### config.mk
export PLATFORM = sky130hd
export DESIGN_NAME = meta_bram_arbiter
export DESIGN_NICKNAME = d
export VERILOG_FILES = /design/src/rtl/meta_bram_arbiter.sv
export SDC_FILE = /design/constraint.sdc
export NUM_CORES = 1
export LEC_CHECK = 0
export CAP_MARGIN = 20
export CORE_MARGIN = 4
export CORE_UTILIZATION = 38
export DETAILED_ROUTE_END_ITERATION = 6
export MAX_ROUTING_LAYER = met4
export PLACE_DENSITY = 0.95
export SYNTH_ARGS = -nofsm -noshare
export SYNTH_HDL_FRONTEND = slang
export SYNTH_SLANG_ARGS = --single-unit
### constraint.sdc
create_clock -name clk -period 5.09 [get_ports clk]
set_input_delay 0.509 -clock clk [delete_from_list [all_inputs] [get_ports clk]]
set_output_delay 0.509 -clock clk [all_outputs]
set_load 0.02 [all_outputs]
### src/rtl/meta_bram_arbiter.sv
// meta_bram_arbiter
//   Shares the single-port sparse-metadata BRAM (row_ptr / col_idx) between N_RD read
//   requesters and one DMA write port. Round-robin grant over N_RD+1 slots (reads 0..N_RD-1,
//   write N_RD). Returned read words are routed through a {valid, port id} tag pipeline into a
//   per-port holding register that the requester drains with a valid/ready handshake.
//
// Optional feature: define META_ARB_STATS_EN to build per-port saturating stall counters.
//   When undefined, stall_cnt is tied to zero.
//
// Ports
//   clk, rst_n            clock, asynchronous active-low reset
//   flush                 drop all in-flight and held read responses, no grant this cycle
//   rd_req/rd_addr        per-port read request and address (port i at [i*AW +: AW])
//   rd_gnt                read accepted this cycle (combinational)
//   rd_rvalid/rd_rdata    held response per port (port i at [i*DW +: DW])
//   rd_rready             requester takes the held response
//   wr_req/addr/data      DMA write request; wr_gnt accepts it (combinational)
//   bram_*                BRAM drive; bram_rdata valid READ_LAT cycles after a read enable
//   busy                  any read in flight or any response held
//   stall_cnt             per-port stall counters, 16 bits each
module meta_bram_arbiter #(
  parameter int unsigned N_RD     = 2,
  parameter int unsigned AW       = 12,
  parameter int unsigned DW       = 32,
  parameter int unsigned READ_LAT = 1
) (
  input  logic               clk,
  input  logic               rst_n,
  input  logic               flush,
  input  logic [N_RD-1:0]    rd_req,
  input  logic [N_RD*AW-1:0] rd_addr,
  output logic [N_RD-1:0]    rd_gnt,
  output logic [N_RD-1:0]    rd_rvalid,
  output logic [N_RD*DW-1:0] rd_rdata,
  input  logic [N_RD-1:0]    rd_rready,
  input  logic               wr_req,
  input  logic [AW-1:0]      wr_addr,
  input  logic [DW-1:0]      wr_data,
  output logic               wr_gnt,
  output logic               bram_en,
  output logic               bram_we,
  output logic [AW-1:0]      bram_addr,
  output logic [DW-1:0]      bram_wdata,
  input  logic [DW-1:0]      bram_rdata,
  output logic               busy,
  output logic [N_RD*16-1:0] stall_cnt
);

  localparam int unsigned NS  = N_RD + 1;
  localparam int unsigned RRW = $clog2(NS);
  localparam int unsigned IDW = (N_RD > 1) ? $clog2(N_RD) : 1;
  localparam logic [RRW-1:0] WR_SLOT = RRW'(N_RD);

  logic [RRW-1:0]      r_rr;
  logic [READ_LAT-1:0] r_tag_v;
  logic [IDW-1:0]      r_tag_id [READ_LAT];
  logic [N_RD-1:0]     r_rvalid;
  logic [N_RD*DW-1:0]  r_rdata;

  logic [N_RD-1:0] w_inflight;
  logic [NS-1:0]   w_elig;
  logic            w_found;
  logic [RRW-1:0]  w_win;
  logic [N_RD-1:0] w_rd_gnt;
  logic            w_wr_gnt;
  logic [IDW-1:0]  w_rd_id;

  // A port is in flight while any tag stage carries its id.
  always_comb begin
    w_inflight = '0;
    for (int j = 0; j < READ_LAT; j++) begin
      for (int i = 0; i < N_RD; i++) begin
        if (r_tag_v[j] && (r_tag_id[j] == IDW'(i))) w_inflight[i] = 1'b1;
      end
    end
  end

  // Flush suppresses every grant, including a pending write.
  always_comb begin
    w_elig[N_RD-1:0] = rd_req & ~w_inflight & ~r_rvalid & {N_RD{~flush}};
    w_elig[N_RD]     = wr_req & ~flush;
  end

  // Rotating priority: scan slots rr..NS-1 first, then 0..rr-1.
  always_comb begin
    w_found = 1'b0;
    w_win   = '0;
    for (int s = 0; s < NS; s++) begin
      if (!w_found && (s >= int'(r_rr)) && w_elig[s]) begin
        w_found = 1'b1;
        w_win   = RRW'(s);
      end
    end
    for (int s = 0; s < NS; s++) begin
      if (!w_found && (s < int'(r_rr)) && w_elig[s]) begin
        w_found = 1'b1;
        w_win   = RRW'(s);
      end
    end
  end

  always_comb begin
    w_rd_gnt = '0;
    w_rd_id  = '0;
    for (int i = 0; i < N_RD; i++) begin
      if (w_found && (w_win == RRW'(i))) begin
        w_rd_gnt[i] = 1'b1;
        w_rd_id     = IDW'(i);
      end
    end
    w_wr_gnt = w_found && (w_win == WR_SLOT);
  end

  always_comb begin
    bram_en    = w_found;
    bram_we    = w_wr_gnt;
    bram_addr  = '0;
    bram_wdata = '0;
    if (w_wr_gnt) begin
      bram_addr  = wr_addr;
      bram_wdata = wr_data;
    end
    for (int i = 0; i < N_RD; i++) begin
      if (w_rd_gnt[i]) bram_addr = rd_addr[i*AW +: AW];
    end
  end

  assign rd_gnt    = w_rd_gnt;
  assign wr_gnt    = w_wr_gnt;
  assign rd_rvalid = r_rvalid;
  assign rd_rdata  = r_rdata;
  assign busy      = (|r_tag_v) | (|r_rvalid);

  always_ff @(posedge clk or negedge rst_n) begin
    if (!rst_n) begin
      r_rr <= '0;
    end else if (w_found) begin
      r_rr <= (w_win == WR_SLOT) ? '0 : w_win + 1'b1;
    end
  end

  always_ff @(posedge clk or negedge rst_n) begin
    if (!rst_n) begin
      r_tag_v <= '0;
      for (int j = 0; j < READ_LAT; j++) r_tag_id[j] <= '0;
    end else begin
      r_tag_v[0]  <= (|w_rd_gnt) & ~flush;
      r_tag_id[0] <= w_rd_id;
      for (int j = 1; j < READ_LAT; j++) begin
        r_tag_v[j]  <= r_tag_v[j-1] & ~flush;
        r_tag_id[j] <= r_tag_id[j-1];
      end
    end
  end

  // The returning port can never hold a response (it was ineligible), so capture and consume
  // never collide on the same port.
  always_ff @(posedge clk or negedge rst_n) begin
    if (!rst_n) begin
      r_rvalid <= '0;
      r_rdata  <= '0;
    end else if (flush) begin
      r_rvalid <= '0;
    end else begin
      for (int i = 0; i < N_RD; i++) begin
        if (r_rvalid[i] && rd_rready[i]) r_rvalid[i] <= 1'b0;
        if (r_tag_v[READ_LAT-1] && (r_tag_id[READ_LAT-1] == IDW'(i))) begin
          r_rvalid[i]            <= 1'b1;
          r_rdata[i*DW +: DW]    <= bram_rdata;
        end
      end
    end
  end

`ifdef META_ARB_STATS_EN
  logic [15:0] r_stall [N_RD];

  always_ff @(posedge clk or negedge rst_n) begin
    if (!rst_n) begin
      for (int i = 0; i < N_RD; i++) r_stall[i] <= '0;
    end else if (flush) begin
      for (int i = 0; i < N_RD; i++) r_stall[i] <= '0;
    end else begin
      for (int i = 0; i < N_RD; i++) begin
        if (rd_req[i] && !w_rd_gnt[i] && (r_stall[i] != 16'hFFFF)) begin
          r_stall[i] <= r_stall[i] + 16'd1;
        end
      end
    end
  end

  always_comb begin
    stall_cnt = '0;
    for (int i = 0; i < N_RD; i++) stall_cnt[i*16 +: 16] = r_stall[i];
  end
`else
  assign stall_cnt = '0;
`endif

endmodule

==> results of run 1 <==
[where the power goes]
group | total [W] | switching, W | internal (W)
Sequential | 0.000902 | 0.000127 | 0.000775
Clock | 0.000446 | 0.000193 | 0.000253
Combinational | 0.00132 | 0.000638 | 0.000686
Total | 0.00267 | 0.000958 | 0.00171
[stage by stage]
step	setup slack (ns)	cells	util, %	power, W
finish	1.05	656	64.8	0.00267
global route	0.826	656	64.8	0.00281
CTS	1.05	655	64.5	0.00269
detailed placement	1.04	639	62.3	0.00223
global placement	1.12	639	62.3	0.00217
floorplan	2.45	340	-	0.00154
[synth_stat cells (2+ instances only)]
library cell	number	area, um2
o211ai_1	12	90.1
nor3b_1	3	22.5
and3_1	32	200
mux2_2	64	721
buf_6	6	67.6
nor2b_1	3	18.8
nand2_1	4	15.0
buf_2	4	20.0
nand3_1	12	60.1
a31oi_1	13	81.3
inv_1	4	15.0
a2111oi_0	12	105
nand2b_1	2	12.5
dfrtp_1	70	1750
a21o_1	2	15.0
o2bb2ai_1	2	17.5
nor2_1	4	15.0
clkbuf_1	14	52.6
buf_4	34	255
[final timing paths]
path,slack [ns],cells after the start,start,end
max,1.05,7,flush,rd_gnt[0]
min reg2reg,0.50,1,rd_rdata[36],rd_rdata[36]
max in group asynchronous,4.18,2,rst_n,r_rr[0]
min in group clk,0.50,1,rd_rdata[36],rd_rdata[36]
max reg2reg,2.69,5,rd_rvalid[0],r_rr[1]
min,0.36,2,rst_n,rd_rdata[39]
[critical path, stage by stage]
cell and delay, ns:
clkdlybuf4s50_1 0.54, or3b_4 0.44, o2bb2ai_1 0.63, a211o_1 0.48
inv_1 0.18, nor2_1 0.12, clkdlybuf4s50_1 0.63
[layout make-up]
cell class	count	area [um2]
fillers	676	3270
flip-flops and latches	70	1750
multi-input cells	208	1590
well taps	129	161
repair buffers	229	2290
clock buffers	13	159
clock inverters	3	42.5
inverters	4	15.0
[layer usage]
layer	wire length (um)	GRT usage, %
met5	0	-
met4	361	8.23
met3	1300	8.21
met2	5900	35.6
met1	4490	23.4
[state kept, by name (all words and copies together) (netlist names)]
register	cells
r_tag_v	1
rd_rvalid	2
r_tag_id	1
rd_rdata	64
r_rr	2
[kinds of logic after synthesis]
family	count (synthesis)	synth area share, %
AO/OA/AOI/OAI	44	9.18
XOR/XNOR	1	0.242
buffers and inverters	62	11.3
flip-flops	70	48.3
multiplexers	64	19.9
other	1	0.103
AND/OR/NAND/NOR	67	10.9
==> metrics, run 1 <==
Max Cap Violations=0; most common cell after layout, fill and taps aside=clkdlybuf4s50_1; Final Setup Violations=0; first-pass GRT wire length=18500 um; crit path time final=4.04 ns; DR WL/cell=18.4 um; vias in the first global route=around 3500; CTS tree=built; Post-DP Area=around 5800 um2; largest fanout on the critical path=13; Final TNS setup=0 ns; Worst Tran Pin Value=about 0.97 ns; relative slew slack=approximately a third; PortBufs=between 200 and 250; post-synthesis cell type count=31; Fmax=between 200 and 250 MHz; Hold Crit Class=input pin to async pin; H-tree Lvls=3; Setup CP Type=input pin to output pin; Skew-Pair Late Insertion Delay=between 0.3 and 0.4 ns; RSZ-0062 raised after global routing=false; Post-synth EDFFs=0; Ports=roughly 260; layout cells sized above 1=between 10% and 20%; overall routing resource usage=between 20% and 30%; CP Data Required Time=around 4.6 ns; Synth Flop Type=dfrtp_1; CP arrival=between 3 and 4 ns; leakage=2.56 nW; Synth Cell Area=roughly 3600 um2; DRT antenna net count=0; clock skew=about 0.0047 ns; average size of a mapped cell=between 10 and 15 um2; Routed WL=12000 um; CTS Hold Buffers Added=0; P per Cell Area=around 440 nW/um2; Post-synth ARST share=100%; initial antenna violation count=0; die footprint=approximately 11000 um2; Synth warnings=0; DRT Pass-1 Iters=5; DRC viols=0; pin count of the biggest net entering global routing=a little over 70; Min Hold Slack=roughly 0.36 ns; via count=3288; fin nets=630; RePlAce Congestion=approximately 0.90; post_cts resized=0; Worst setup EP type=output pin; Core Area=about 9300 um2; status=completed; CTS buffer count=9; grt total ovfl=0; critical path startpoint category=input pin; Die Y=106 um; most frequent cells in the layout=clkdlybuf4s50_1, dfrtp_1, mux2_2, and3_1, conb_1; sequential area share after synthesis=a little under 50%; HPWL after detailed placement=roughly 9300 um; clk slew on worst S/H paths=~0.070 ns; fin area=6010 um2; Post-Syn Instances=309; vias per cell=5.01; post-CTS setup buffers=0; Die X=between 100 and 150 um; DRT iter0 DRCs=~100; CTS Root Cell=clkbuf_8; Area Growth Syn to Fin=65.9%; Synth Register Bits=70; Max Slew Vio Count=0; Initial Util=39.0%; Clock Tree Buf Depth=2; Clock Sinks=70; Worst IR Drop VDD=between 0.3 and 0.4 mV; antenna cells=0; # rows=35; final worst-path cycle share=79.4%; Final Hold Fails=0
Note: power is estimated with default switching activity, not from simulation.
==> run 2, diff against run 1 <==
Settings changed: CORE_UTILIZATION 38 to 32, PLACE_DENSITY 0.95 to 0.87.
Clock period 5.09 ns to 3.6 ns, I/O delays scaled along.
==> run 2 against run 1 <==
Compared with the run above: critical path depth rose by 1; hold slack lost 0.18 ns; clock skew about the same; cell count increased by 3.0%; register-to-register slack lost 1.0 ns; sequential power rose by 42%; sequential share of layout area is 1.1 points lower; critical endpoint is now bram_addr[0]; clock power grew 130%; combinational power grew 44%.
==> metrics, run 2 (synthesis gave the netlist of run 1 again) <==
vias in the first global route=3731 (was 3525); post_cts resized=0 (unchanged); Worst R2R Start=rd_rvalid[0] (unchanged); Fmax=about 320 MHz; Skew-Pair Late Insertion Delay=0.33 ns (about the same); Final Hold Fails=0 (unchanged); status=completed (unchanged); RSZ-0062 raised after global routing=false (unchanged); Min Hold Slack=0.179 ns (was 0.362 ns); family with the most delay on the worst path=buffers and inverters (unchanged); overall routing resource usage=20.0% (was 21.5%); DRT Pass-1 Iters=6 (was 5); DRT iter0 DRCs=157 (was 101); Ports=256 (unchanged); CP cell instances=clkdlybuf4s50_1 -> or3b_4 -> nor3b_1 -> buf_12 -> a211o_1 -> buf_4 -> a31oi_1 -> clkdlybuf4s50_1 (was clkdlybuf4s50_1 -> or3b_4 -> o2bb2ai_1 -> a211o_1 -> inv_1 -> nor2_1 -> clkdlybuf4s50_1); Max Slew Vio Count=0 (unchanged); clock skew=0.00481 ns (was 0.00473 ns); PortBufs=223 (unchanged); RR Endpoint=r_rr[1] (unchanged); Die Y=114 um (was 106 um); Worst IR Drop VDD=0.608 mV (was 0.371 mV); H-tree Lvls=3 (unchanged); layout cells sized above 1=18.3% (was 16.7%); relative slew slack=36.5% (was 35.1%); Final Setup Violations=0 (unchanged); min setup slack post-route=0.433 ns (was 1.05 ns); CP arrival=2.81 ns (was 3.53 ns); initial antenna violation count=0 (unchanged); Clk network pwr share=24.4% (was 16.7%); post-CTS setup buffers=0 (unchanged); first-pass GRT wire length=19700 um (was 18500 um); clk slew on worst S/H paths=0.06 ns (was 0.07 ns); Setup CP Type=input pin to output pin (unchanged); combinational share of power=45.1% (was 49.5%); via count=3344 (was 3288); Filler cells=895 (was 676); Hold Crit Class=input pin to async pin (unchanged); most frequent cells in the layout=clkdlybuf4s50_1, dfrtp_1, mux2_2, and3_1, conb_1 (unchanged); Initial Util=33.0% (was 39.0%); CTS buffer count=9 (unchanged); vias per cell=4.95 (was 5.01); Int Power=0.00277 W (was 0.00171 W); Area Growth Syn to Fin=72.6% (was 65.9%); P per Cell Area=673 nW/um2 (was 444 nW/um2); Crit-path slowest cell=clkdlybuf4s50_1 (was o2bb2ai_1); CTS tree=built (unchanged); switching power=0.00144 W (was 0.000958 W); Clock Sinks=70 (unchanged); most common cell after layout, fill and taps aside=clkdlybuf4s50_1 (unchanged); CP Data Required Time=3.24 ns (was 4.58 ns); Die X=114 um (was 106 um); RePlAce Congestion=0.901 (was 0.900); die footprint=13100 um2 (was 11200 um2); Routed WL=12800 um (was 12000 um); Critical path buffers and inverters=4 (was 3); DR WL/cell=19.0 um (was 18.4 um); largest fanout on the critical path=13 (unchanged); # rows=38 (was 35); Seq pwr share=30.5% (was 33.8%); Worst Tran Pin Value=0.953 ns (was 0.970 ns); CTS Root Cell=clkbuf_16 (was clkbuf_8); Place WS=0.409 ns (was 1.04 ns); Clock Tree Buf Depth=2 (unchanged); fin util=56.9% (was 64.8%); CTS Hold Buffers Added=0 (unchanged); Overall Power=0.00421 W (was 0.00267 W); antenna cells=0 (unchanged); Final TNS setup=0 ns (unchanged); grt total ovfl=0 (unchanged); Core Area=11000 um2 (was 9280 um2); DRT antenna net count=0 (unchanged); critical path startpoint category=input pin (unchanged); worst reg-to-reg path cell count=6 (was 5); pin count of the biggest net entering global routing=44 (was 71); slowest stage delay, CP=0.57 ns (was 0.63 ns); R2R Setup Slk=1.69 ns (was 2.69 ns); Critical Path Most Common Cell=clkdlybuf4s50_1 (unchanged); fin nets=639 (was 630); final worst-path cycle share=about 90%; DRC viols=0 (unchanged); leakage=2.66 nW (was 2.56 nW); max reg flops=64 (unchanged); HPWL after detailed placement=9770 um (was 9320 um); crit path time final=roughly 3.2 ns; Switching Share=34.1% (was 35.9%); Worst setup EP type=output pin (unchanged); Max Cap Violations=0 (unchanged)
==> run 2: layout make-up <==
class	count	area, um2	area share, %
Tap cell	140	175	2.80
Clock buffer	11	243	3.88
Clock inverter	5	106	1.70
Sequential cell	70	1750	28.0
Inverter	4	15.0	0.240
Timing Repair Buffer	238	2360	37.8
Multi-Input combinational cell	208	1600	25.6
==> run 2: routing by layer <==
layer  vias up  track usage, %  wire length, um
met2       208            34.1             6550
met3        22            7.19             1400
li1       1510               -                -
met5         -               -                0
met4         0            6.49              248
met1      1604            21.6             4630
==> run 2: metrics by stage <==
| step | instance area [um2] | instances |
|---|---|---|
| floorplan | 3740 | 340 |
| global placement | 5910 | 660 |
| detailed placement | 5910 | 660 |
| CTS | 6250 | 676 |
| global route | 6250 | 676 |
| finish | 6250 | 676 |
==> run 2: worst max-delay path by stage <==
stage                             from      endpoint  slack (ns)  depth (start not counted)
final                        rd_req[0]  bram_addr[0]        0.43                          8
after global routing         rd_req[1]  bram_addr[7]        0.30                          8
after CTS                        flush  bram_addr[7]        0.42                          8
after global placement       rd_req[1]  bram_addr[9]        0.50                          8
after floorplan           rd_rvalid[0]        wr_gnt        1.22                          6
after detailed placement         flush  bram_addr[7]        0.41                          8
==> run 2: power by group through the flow <==
stage / Combinational, W / Sequential [W] / Clock [W]
6_report: 0.00190 / 0.00128 / 0.00103
5_1_grt: 0.00200 / 0.00132 / 0.00108
4_1_cts: 0.00192 / 0.00129 / 0.00105
3_5_place_dp: 0.00189 / 0.00128 / 0
3_3_place_gp: 0.00186 / 0.00125 / 0
2_1_floorplan: 0.000546 / 0.00164 / 0
